## config.mk

```make
export PLATFORM = sky130hd
export DESIGN_NAME = retire_trace_pipe
export DESIGN_NICKNAME = d
export VERILOG_FILES = /design/src/rtl/retire_trace_pipe_pkg.sv /design/src/rtl/retire_trace_pipe_fifo.sv /design/src/rtl/retire_trace_pipe.sv
export SDC_FILE = /design/constraint.sdc
export NUM_CORES = 2
export LEC_CHECK = 0
export ABC_AREA = 1
export CAP_MARGIN = 20
export CORE_ASPECT_RATIO = 1.4
export CORE_MARGIN = 10
export CORE_UTILIZATION = 35
export CTS_BUF_LIST = sky130_fd_sc_hd__clkbuf_16
export CTS_CLUSTER_DIAMETER = 200
export DETAILED_ROUTE_END_ITERATION = 12
export PLACE_DENSITY = 0.58
export SETUP_SLACK_MARGIN = 0.05
export SKIP_CTS_REPAIR_TIMING = 1
export SYNTH_ARGS = -nofsm -noshare
export SYNTH_HDL_FRONTEND = slang
export SYNTH_SLANG_ARGS = --single-unit
```

## constraint.sdc

```tcl
create_clock -name clk -period 12.5 [get_ports clk]
set_input_delay 2.5 -clock clk [delete_from_list [all_inputs] [get_ports clk]]
set_output_delay 2.5 -clock clk [all_outputs]
set_load 0.01 [all_outputs]
```

## src/rtl/retire_trace_pipe_pkg.sv

```systemverilog
// Shared types for the retirement trace shadow pipeline: instruction class,
// per-stage shadow entry, and the record handed to the retirement checker.
package trace_pkg;

    localparam int unsigned TRACE_XLEN    = 32;
    localparam logic [31:0] SYSCALL_INSTR = 32'h0000_000C;
    localparam logic [31:0] EXIT_CODE     = 32'h0000_000A;

    typedef enum logic [1:0] {
        ITYPE_R    = 2'd0,
        ITYPE_I    = 2'd1,
        ITYPE_J    = 2'd2,
        ITYPE_NONE = 2'd3
    } instr_type_t;

    typedef struct packed {
        logic                  valid;
        logic [TRACE_XLEN-1:0] pc;
        logic [TRACE_XLEN-1:0] instr;
        instr_type_t           itype;
        logic [4:0]            rs;
        logic [4:0]            rt;
        logic [4:0]            rd;
        logic [TRACE_XLEN-1:0] rs_val;
        logic [TRACE_XLEN-1:0] rt_val;
        logic [TRACE_XLEN-1:0] rd_val;
    } stage_t;

    typedef struct packed {
        logic [TRACE_XLEN-1:0] pc;
        logic [TRACE_XLEN-1:0] instr;
        instr_type_t           itype;
        logic [4:0]            rs;
        logic [4:0]            rt;
        logic [4:0]            rd;
        logic [TRACE_XLEN-1:0] rs_val;
        logic [TRACE_XLEN-1:0] rt_val;
        logic [TRACE_XLEN-1:0] dest;
    } trace_rec_t;

    // Non-writing instructions report the snooped destination register instead.
    function automatic logic [TRACE_XLEN-1:0] retire_dest(
        input stage_t                s,
        input logic                  reg_wr,
        input logic [TRACE_XLEN-1:0] wr_data
    );
        if (reg_wr) return wr_data;
        return (s.itype == ITYPE_R) ? s.rd_val : s.rt_val;
    endfunction

endpackage

```

## src/rtl/retire_trace_pipe_fifo.sv

```systemverilog
// Registered ready/valid FIFO for trace records; no write-to-read bypass.
// A push into a full FIFO is dropped unless a pop frees the slot in the same cycle.
module trace_fifo #(
    parameter int unsigned WIDTH = 8,
    parameter int unsigned DEPTH = 8
) (
    input  logic             clk,
    input  logic             reset,
    input  logic             push_valid,
    input  logic [WIDTH-1:0] push_data,
    output logic             pop_valid,
    input  logic             pop_ready,
    output logic [WIDTH-1:0] pop_data,
    output logic             overflow
);

    localparam int unsigned AW       = (DEPTH > 1) ? $clog2(DEPTH) : 1;
    localparam logic [AW:0] FULL_CNT = (AW + 1)'(DEPTH);

    logic [WIDTH-1:0] mem_q [DEPTH];
    logic [AW-1:0]    wr_ptr_q;
    logic [AW-1:0]    rd_ptr_q;
    logic [AW:0]      count_q;
    logic [AW:0]      count_d;
    logic             overflow_q;
    logic             full;
    logic             do_pop;
    logic             do_push;

    assign full      = (count_q == FULL_CNT);
    assign pop_valid = (count_q != '0);
    assign do_pop    = pop_valid & pop_ready;
    assign do_push   = push_valid & (~full | do_pop);
    assign pop_data  = mem_q[rd_ptr_q];
    assign overflow  = overflow_q;

    always_comb begin
        count_d = count_q;
        if (do_push && !do_pop) begin
            count_d = count_q + 1'b1;
        end else if (!do_push && do_pop) begin
            count_d = count_q - 1'b1;
        end
    end

    always_ff @(posedge clk) begin
        if (reset) begin
            wr_ptr_q   <= '0;
            rd_ptr_q   <= '0;
            count_q    <= '0;
            overflow_q <= 1'b0;
        end else begin
            count_q <= count_d;
            if (do_push) wr_ptr_q <= wr_ptr_q + 1'b1;
            if (do_pop)  rd_ptr_q <= rd_ptr_q + 1'b1;
            if (push_valid && full && !do_pop) overflow_q <= 1'b1;
        end
    end

    always_ff @(posedge clk) begin
        if (do_push) mem_q[wr_ptr_q] <= push_data;
    end

endmodule

```

## src/rtl/retire_trace_pipe.sv

```systemverilog
// Instruction-trace shadow pipeline: mirrors the core's stages, snoops operand
// values at the capture stage and queues one record per retired instruction.
module retire_trace_pipe
    import trace_pkg::*;
#(
    parameter int unsigned NUM_STAGES    = 4,
    parameter int unsigned CAPTURE_STAGE = 1,
    parameter int unsigned FIFO_DEPTH    = 8,
    parameter int unsigned XLEN          = TRACE_XLEN
) (
    input  logic                  clk,
    input  logic                  reset,
    input  logic                  in_valid,
    input  logic [XLEN-1:0]       in_pc,
    input  logic [XLEN-1:0]       in_instr,
    input  instr_type_t           in_type,
    input  logic [4:0]            in_rs,
    input  logic [4:0]            in_rt,
    input  logic [4:0]            in_rd,
    input  logic [NUM_STAGES-1:0] stall,
    input  logic [NUM_STAGES-1:0] flush,
    output logic [4:0]            cap_rs,
    output logic [4:0]            cap_rt,
    output logic [4:0]            cap_rd,
    input  logic [XLEN-1:0]       cap_rs_val,
    input  logic [XLEN-1:0]       cap_rt_val,
    input  logic [XLEN-1:0]       cap_rd_val,
    input  logic                  wb_retire,
    input  logic                  wb_reg_wr,
    input  logic [XLEN-1:0]       wb_wr_data,
    input  logic [XLEN-1:0]       v0_val,
    output logic                  trc_valid,
    input  logic                  trc_ready,
    output trace_rec_t            trc_rec,
    output logic                  overflow,
    output logic                  err_bubble,
    output logic                  err_type,
    output logic                  sim_done
);

    localparam int unsigned LAST = NUM_STAGES - 1;

    stage_t                stage_w [NUM_STAGES];
    logic [NUM_STAGES-1:0] hold;

    // A stage holds whenever any stage at or downstream of it stalls.
    always_comb begin
        hold       = '0;
        hold[LAST] = stall[LAST];
        for (int unsigned k = 1; k < NUM_STAGES; k++) begin
            hold[LAST-k] = hold[LAST-k+1] | stall[LAST-k];
        end
    end

    for (genvar g = 0; g < NUM_STAGES; g++) begin : g_stage
        stage_t st_q;
        stage_t st_d;
        stage_t up;

        if (g == 0) begin : g_head
            always_comb begin
                up       = '0;
                up.valid = in_valid;
                up.pc    = in_pc;
                up.instr = in_instr;
                up.itype = in_type;
                up.rs    = in_rs;
                up.rt    = in_rt;
                up.rd    = in_rd;
            end
        end else begin : g_body
            // Flushed upstream content is killed rather than passed on.
            always_comb begin
                up = stage_w[g-1];
                if (hold[g-1] || flush[g-1]) up.valid = 1'b0;
                if (g == CAPTURE_STAGE + 1) begin
                    up.rs_val = cap_rs_val;
                    up.rt_val = cap_rt_val;
                    up.rd_val = cap_rd_val;
                end
            end
        end

        always_comb begin
            st_d = st_q;
            if (flush[g]) begin
                st_d.valid = 1'b0;
            end else if (hold[g]) begin
                if (g == LAST && wb_retire) st_d.valid = 1'b0;
            end else begin
                st_d = up;
            end
        end

        always_ff @(posedge clk) begin
            if (reset) st_q <= '0;
            else       st_q <= st_d;
        end

        assign stage_w[g] = st_q;
    end

    assign cap_rs = stage_w[CAPTURE_STAGE].rs;
    assign cap_rt = stage_w[CAPTURE_STAGE].rt;
    assign cap_rd = stage_w[CAPTURE_STAGE].rd;

    stage_t     last;
    logic       push;
    trace_rec_t push_rec;
    logic       err_bubble_q;
    logic       err_type_q;
    logic       sim_done_q;

    assign last = stage_w[LAST];
    assign push = wb_retire & last.valid;

    always_comb begin
        push_rec        = '0;
        push_rec.pc     = last.pc;
        push_rec.instr  = last.instr;
        push_rec.itype  = last.itype;
        push_rec.rs     = last.rs;
        push_rec.rt     = last.rt;
        push_rec.rd     = last.rd;
        push_rec.rs_val = last.rs_val;
        push_rec.rt_val = last.rt_val;
        push_rec.dest   = retire_dest(last, wb_reg_wr, wb_wr_data);
    end

    always_ff @(posedge clk) begin
        if (reset) begin
            err_bubble_q <= 1'b0;
            err_type_q   <= 1'b0;
            sim_done_q   <= 1'b0;
        end else begin
            if (wb_retire && !last.valid) err_bubble_q <= 1'b1;
            if (push && (last.itype == ITYPE_J || last.itype == ITYPE_NONE)) err_type_q <= 1'b1;
            if (push && last.instr == SYSCALL_INSTR && v0_val == EXIT_CODE) sim_done_q <= 1'b1;
        end
    end

    assign err_bubble = err_bubble_q;
    assign err_type   = err_type_q;
    assign sim_done   = sim_done_q;

    logic [$bits(trace_rec_t)-1:0] head_bits;

    trace_fifo #(
        .WIDTH($bits(trace_rec_t)),
        .DEPTH(FIFO_DEPTH)
    ) u_fifo (
        .clk       (clk),
        .reset     (reset),
        .push_valid(push),
        .push_data (push_rec),
        .pop_valid (trc_valid),
        .pop_ready (trc_ready),
        .pop_data  (head_bits),
        .overflow  (overflow)
    );

    assign trc_rec = trace_rec_t'(head_bits);

endmodule

```

* After elaboration in Yosys (flattened, before gate mapping)
Memories as Yosys holds them, arrays and structs flattened. A register that Yosys moved wholly into a read port is not among the register bits.
Index checks and enable logic that the tools add are counted.
Widths: inputs -> output; s select.
** Operators by class
- Add/sub/neg operators :: 4
- Equal/unequal tests :: 6
- Muxes and demuxes :: 15
- Bitwise gates (word level) :: 16
- Reduce and logical (&&, ||, !) cells :: 26
** Operators with widths (number)
- $mux 32 :: 3
- $eq 32x4->1 const B :: 2
- $not 1->1 :: 9
- $logic_and 1x1->1 :: 8
- $mux 1 :: 8
- $mux 4 :: 2
- $reduce_and 2->1 :: 4
- $reduce_or 2->1 :: 4
- $add 3x1->3 const B :: 2
- $mux 3 :: 2
- $add 4x1->4 const B :: 1
- $eq 2x2->1 const B :: 2
- $eq 4x4->1 const B :: 1
- $logic_or 1x1->1 :: 4
- $or 1x1->1 :: 4
- $reduce_bool 4->1 :: 1
- $sub 4x1->4 const B :: 1
- $and 1x1->1 :: 3
- $logic_not 1->1 :: 3
- $logic_not 2->1 :: 1
- $ne 2x1->1 const B :: 1
- $reduce_bool 2->1 :: 1
** Word-level totals
- Bits in registers :: 534
- Memory bits (writable) :: 1416
- Bits of input ports :: 255
- Output and inout port bits :: 197
- Logic and storage cells :: 109
- Memories :: 1
** Memory list
- u_fifo.mem_q :: depth 8, bits a word 177, rd ports 1, clocked after Yosys merged registers in 1, wr ports 1, RTL line retire_trace_pipe_fifo.sv:20 : logic [WIDTH-1:0] mem_q [DEPTH];

* Logic depth before layout (Yosys ltp)
- Depth in word-level cells :: 8
- Depth in mapped cells :: 13
- Gate-level depth less buffers :: 13

* Hierarchy
A second synthesis with hierarchy kept.
** Second synthesis, totals
- Cells, all modules :: 7216
- Area, all modules :: 75442.4 um2
** By module, submodules not included
- trace_fifo :: instances 1, cells an instance 4804, area an instance 56710.6 um2, seq. area each 42801.0 um2
- retire_trace_pipe :: instances 1, cells an instance 2412, area an instance 18731.7 um2, seq. area each 10470.0 um2

* Worst setup path after synthesis
No wires, ideal clock.
- Path kind :: in2reg
- Start :: in wb_retire
- End :: mem u_fifo.mem_q[0][0] in the netlist's numbering, enable pin
- Library setup time :: 717 ps
- Arrival time :: 10297 ps
- Required time :: 11783 ps
- Path slack :: 1486 ps
- Stages on the path :: 6
- Buffers on the path :: 0
- Path through :: nand2_1 inv_1 nand2_1 inv_1 nand2_1 nor2_1
** On the way
- Cells in the longest elaborated chain, start to end :: 4
** Ends and longest elaborated chain
- start: declaration :: RTL line retire_trace_pipe.sv:28 : input logic wb_retire,
- $and 1x1->1 :: RTL line retire_trace_pipe.sv:115 : assign push = wb_retire & last.valid;
- $and 1x1->1 :: RTL line retire_trace_pipe_fifo.sv:33 : assign do_push = push_valid & (~full | do_pop);
- net u_fifo.do_push :: RTL line retire_trace_pipe_fifo.sv:28 : logic do_push;
- $mux 1 :: RTL line retire_trace_pipe_fifo.sv:61 : if (do_push) mem_q[wr_ptr_q] <= push_data;
- $mux 1 (not written as such) :: RTL line retire_trace_pipe_fifo.sv:61
- end: declaration :: RTL line retire_trace_pipe_fifo.sv:20
The timed path passes the listed nets, and every way through them passes these cells.

==> results.py <==
metrics = {
    "cts": {
        "tritoncts": "yes",
        "numCtsBuffers": 198,
        "cts_sinks": 1953,
        "clock_latency_ps": 840,
        "clkTransAtPathRegs_ps": 60,
        "htreeDepth": 4,
        "cts_buffer_depth": 4,
        "cts-root-buf": "clkbuf_16",
    },
    "yosys": {
        "yosysWarnings": 0,
        "async_flop_share": 0,
        "avgSynthCellArea_sq_um": 11.3,
        "synth_top_family_by_area": "compound AO/OA/AOI/OAI gates",
        "synth_most_common_cell": "nor2_1",
        "synth_edf_count": 1416,
        "syn-num-nets": 6801,
        "synthXorXnorAreaFrac": 0.000473,
        "synth_fa_ha_area_frac": 0.00112,
        "synth_flop_cell": "edfxtp_1",
        "ys_seq_area_frac": 0.720,
        "yosysTopAreaCellShare": 0.574,
        "synth_cell_types": 31,
        "synth_compound_area_frac": 0.124,
        "synth_common_cells": "nor2_1, edfxtp_1, nand2_1",
        "syn_inst": 6540,
        "synth_area_leader_cell": "edfxtp_1",
        "synthesis.area_sq_um": 74000,
        "ys_ff_latch": 1953,
        "muxShareOfSynthArea": 0,
        "yosys-top-cells-area": "edfxtp_1, dfxtp_1, nor2_1",
        "yosys.area_share.simple": 0.120,
    },
    "place": {
        "dp_cells": 9411,
        "io_buffers": 451,
        "hpwl_um": 115000,
        "dpl_cell_area_sq_um": 80800,
        "gp_congestion": 0.777,
    },
    "worst_setup_path": {
        "crit_type": "register to output pin",
        "crit_path_end_kind": "output pin",
        "critical_path_arrival_ps": 4970,
        "start_kind": "register",
        "worstPathMaxFanout": 99,
        "cp.required_ps": 10000,
        "ff2ff_path_depth": 8,
    },
    "detailed_routing": {
        "route.detailed.drc": 0,
        "viasPerCell": 5.09,
        "drtPass1Iterations": 5,
        "vias": 49700,
        "first_iter_violations": 3789,
        "routed_wl_um": 207000,
        "routedWlPerCell_um": 21.2,
        "antenna_left": 0,
    },
    "hold_path": {
        "worstHoldPathType": "register to register",
        "hold_depth": 2,
    },
    "timing": {
        "rsz0062_at_grt": "false",
        "max-slew-margin-rel": 0.153,
        "skew_ps": 60.7,
        "fmax_mhz": 134,
        "whs_ps": 449,
        "finalSetupViolCount": 0,
        "hold_violations": 0,
        "period_needed_ps": 7470,
        "finalSetupTns_ps": 0,
        "drv_slew": 0,
        "worst_pin_slew_ps": 1270,
        "period_share": 0.597,
    },
    "final_layout": {
        "finalInstanceArea_sq_um": 86900,
        "drive_gt1_frac": 0.0579,
        "syn_to_final_growth_pct": 17.4,
        "nets": 7061,
        "final_cells": 9774,
    },
    "outcome": {
        "status": "finished clean",
    },
    "floorplanning": {
        "core_sq_um": 210000,
        "die-width_um": 409,
        "die_area_sq_um": 231000,
        "num_rows": 199,
        "initial_core_util": 0.352,
        "die_h_um": 564,
        "io-pin-count": 452,
    },
    "pwr": {
        "p_total_mw": 15.5,
        "vdd_drop_max_mv": 0.170,
        "power.leakage_nw": 27.8,
        "powerDensity_nw_per_um2": 178,
    },
    "global_routing": {
        "grt_antenna_before_repair": 13,
        "grt_pass1_wl_um": 309000,
        "gr-total-overflow": 0,
        "grt_pass1_vias": 49000,
        "grt_max_degree": 261,
        "track_usage": 0.172,
    },
    "job": {
        "maxCapViolCount": 0,
    },
}
-- registers in the layout, indices dropped and copies added (netlist names), named ones only --
name and cells:
u_fifo.count_q 4, u_fifo.wr_ptr_q 3, cap_rt 5, u_fifo.overflow 1, err_type 1, cap_rs 5, err_bubble 1, u_fifo.rd_ptr_q 3
sim_done 1, g_stage.st_q 505, u_fifo.mem_q 1416, cap_rd 5
-- path summary, 6_finish.rpt --
| check | startpoint | to | slack (ps) |
|---|---|---|---|
| max | register | trc_rec[63] | 5030 |
| max reg2reg | u_fifo.count_q[0]$_SDFFE_PP0P_ | u_fifo.mem_q[2][76]$_DFFE_PP_ | 8810 |
| min reg2reg | g_stage[0].st_q[177]$_SDFFE_PP0N_ | g_stage[0].st_q[177]$_SDFFE_PP0N_ | 450 |
| min | g_stage[0].st_q[177]$_SDFFE_PP0N_ | g_stage[0].st_q[177]$_SDFFE_PP0N_ | 450 |
-- power by group --
part / switching [mW] / internal, mW / total (mW)
Combinational: 1.85 / 1.05 / 2.89
Clock: 2.49 / 3.14 / 5.62
Sequential: 0.0715 / 6.93 / 7.00
-- kinds of logic after synthesis --
family                     after synthesis
xor gates and xnor gates                 4
adders and majority gates                6
and+or+nand+nor                       2329
DFF                                   1953
buffers and inverters                  588
AOI/OAI and AO/OA                     1660
-- cell type report --
class / instances / area [sq um]
clock buffer: 198 / 4950
fill: 19900 / 123000
sequential: 1953 / 53300
tap: 2814 / 3520
multi-input combinational: 3999 / 18300
timing repair buffer: 534 / 5290
clock inverter: 159 / 1140
antenna: 3 / 7.51
inverter: 114 / 468
-- per-stage QoR --
| stage | worst slack, ps | util |
|---|---|---|
| after global placement | 5840 | 0.384 |
| after detailed placement | 5800 | 0.384 |
| final | 5030 | 0.414 |
| after global routing | 4690 | 0.414 |
| after CTS | 4870 | 0.413 |
| after floorplan | 1490 | - |
-- critical path, stage by stage (launching register included) --
cell and delay [ps]:
dfxtp_4 770, buf_4 850, buf_4 740, o21ai_0 200, o22ai_1 220, nor2_1 60
a31oi_1 520, clkdlybuf4s50_1 660
-- layer usage --
metal / GRT usage / part of all wire / vias up
li1: - / - / 23400
met1: 0.229 / 0.44 / 24400
met2: 0.281 / 0.46 / 1524
met3: 0.0375 / 0.070 / 313
met4: 0.0527 / 0.028 / 8
met5: 0 / 0.00021 / -
-- cells in the final DEF, fill, tap and decap left out, types with 4 or more instances in the layout --
cell type,n
a211oi_1,106
a211oi_2,23
a21oi_1,462
a31oi_1,177
buf_12,9
buf_4,70
bufinv_16,12
clkbuf_16,198
clkdlybuf4s50_1,450
clkinv_1,44
clkinv_2,39
clkinvlp_4,6
dfxtp_1,535
edfxtp_1,1416
ha_1,5
inv_1,148
inv_16,4
inv_6,4
inv_8,5
nand2_1,810
nand3_1,4
nor2_1,1452
nor2_4,11
o21ai_0,714
o22ai_1,177
or2_0,37
xor2_1,4
Power figures use the tool's default switching activity.
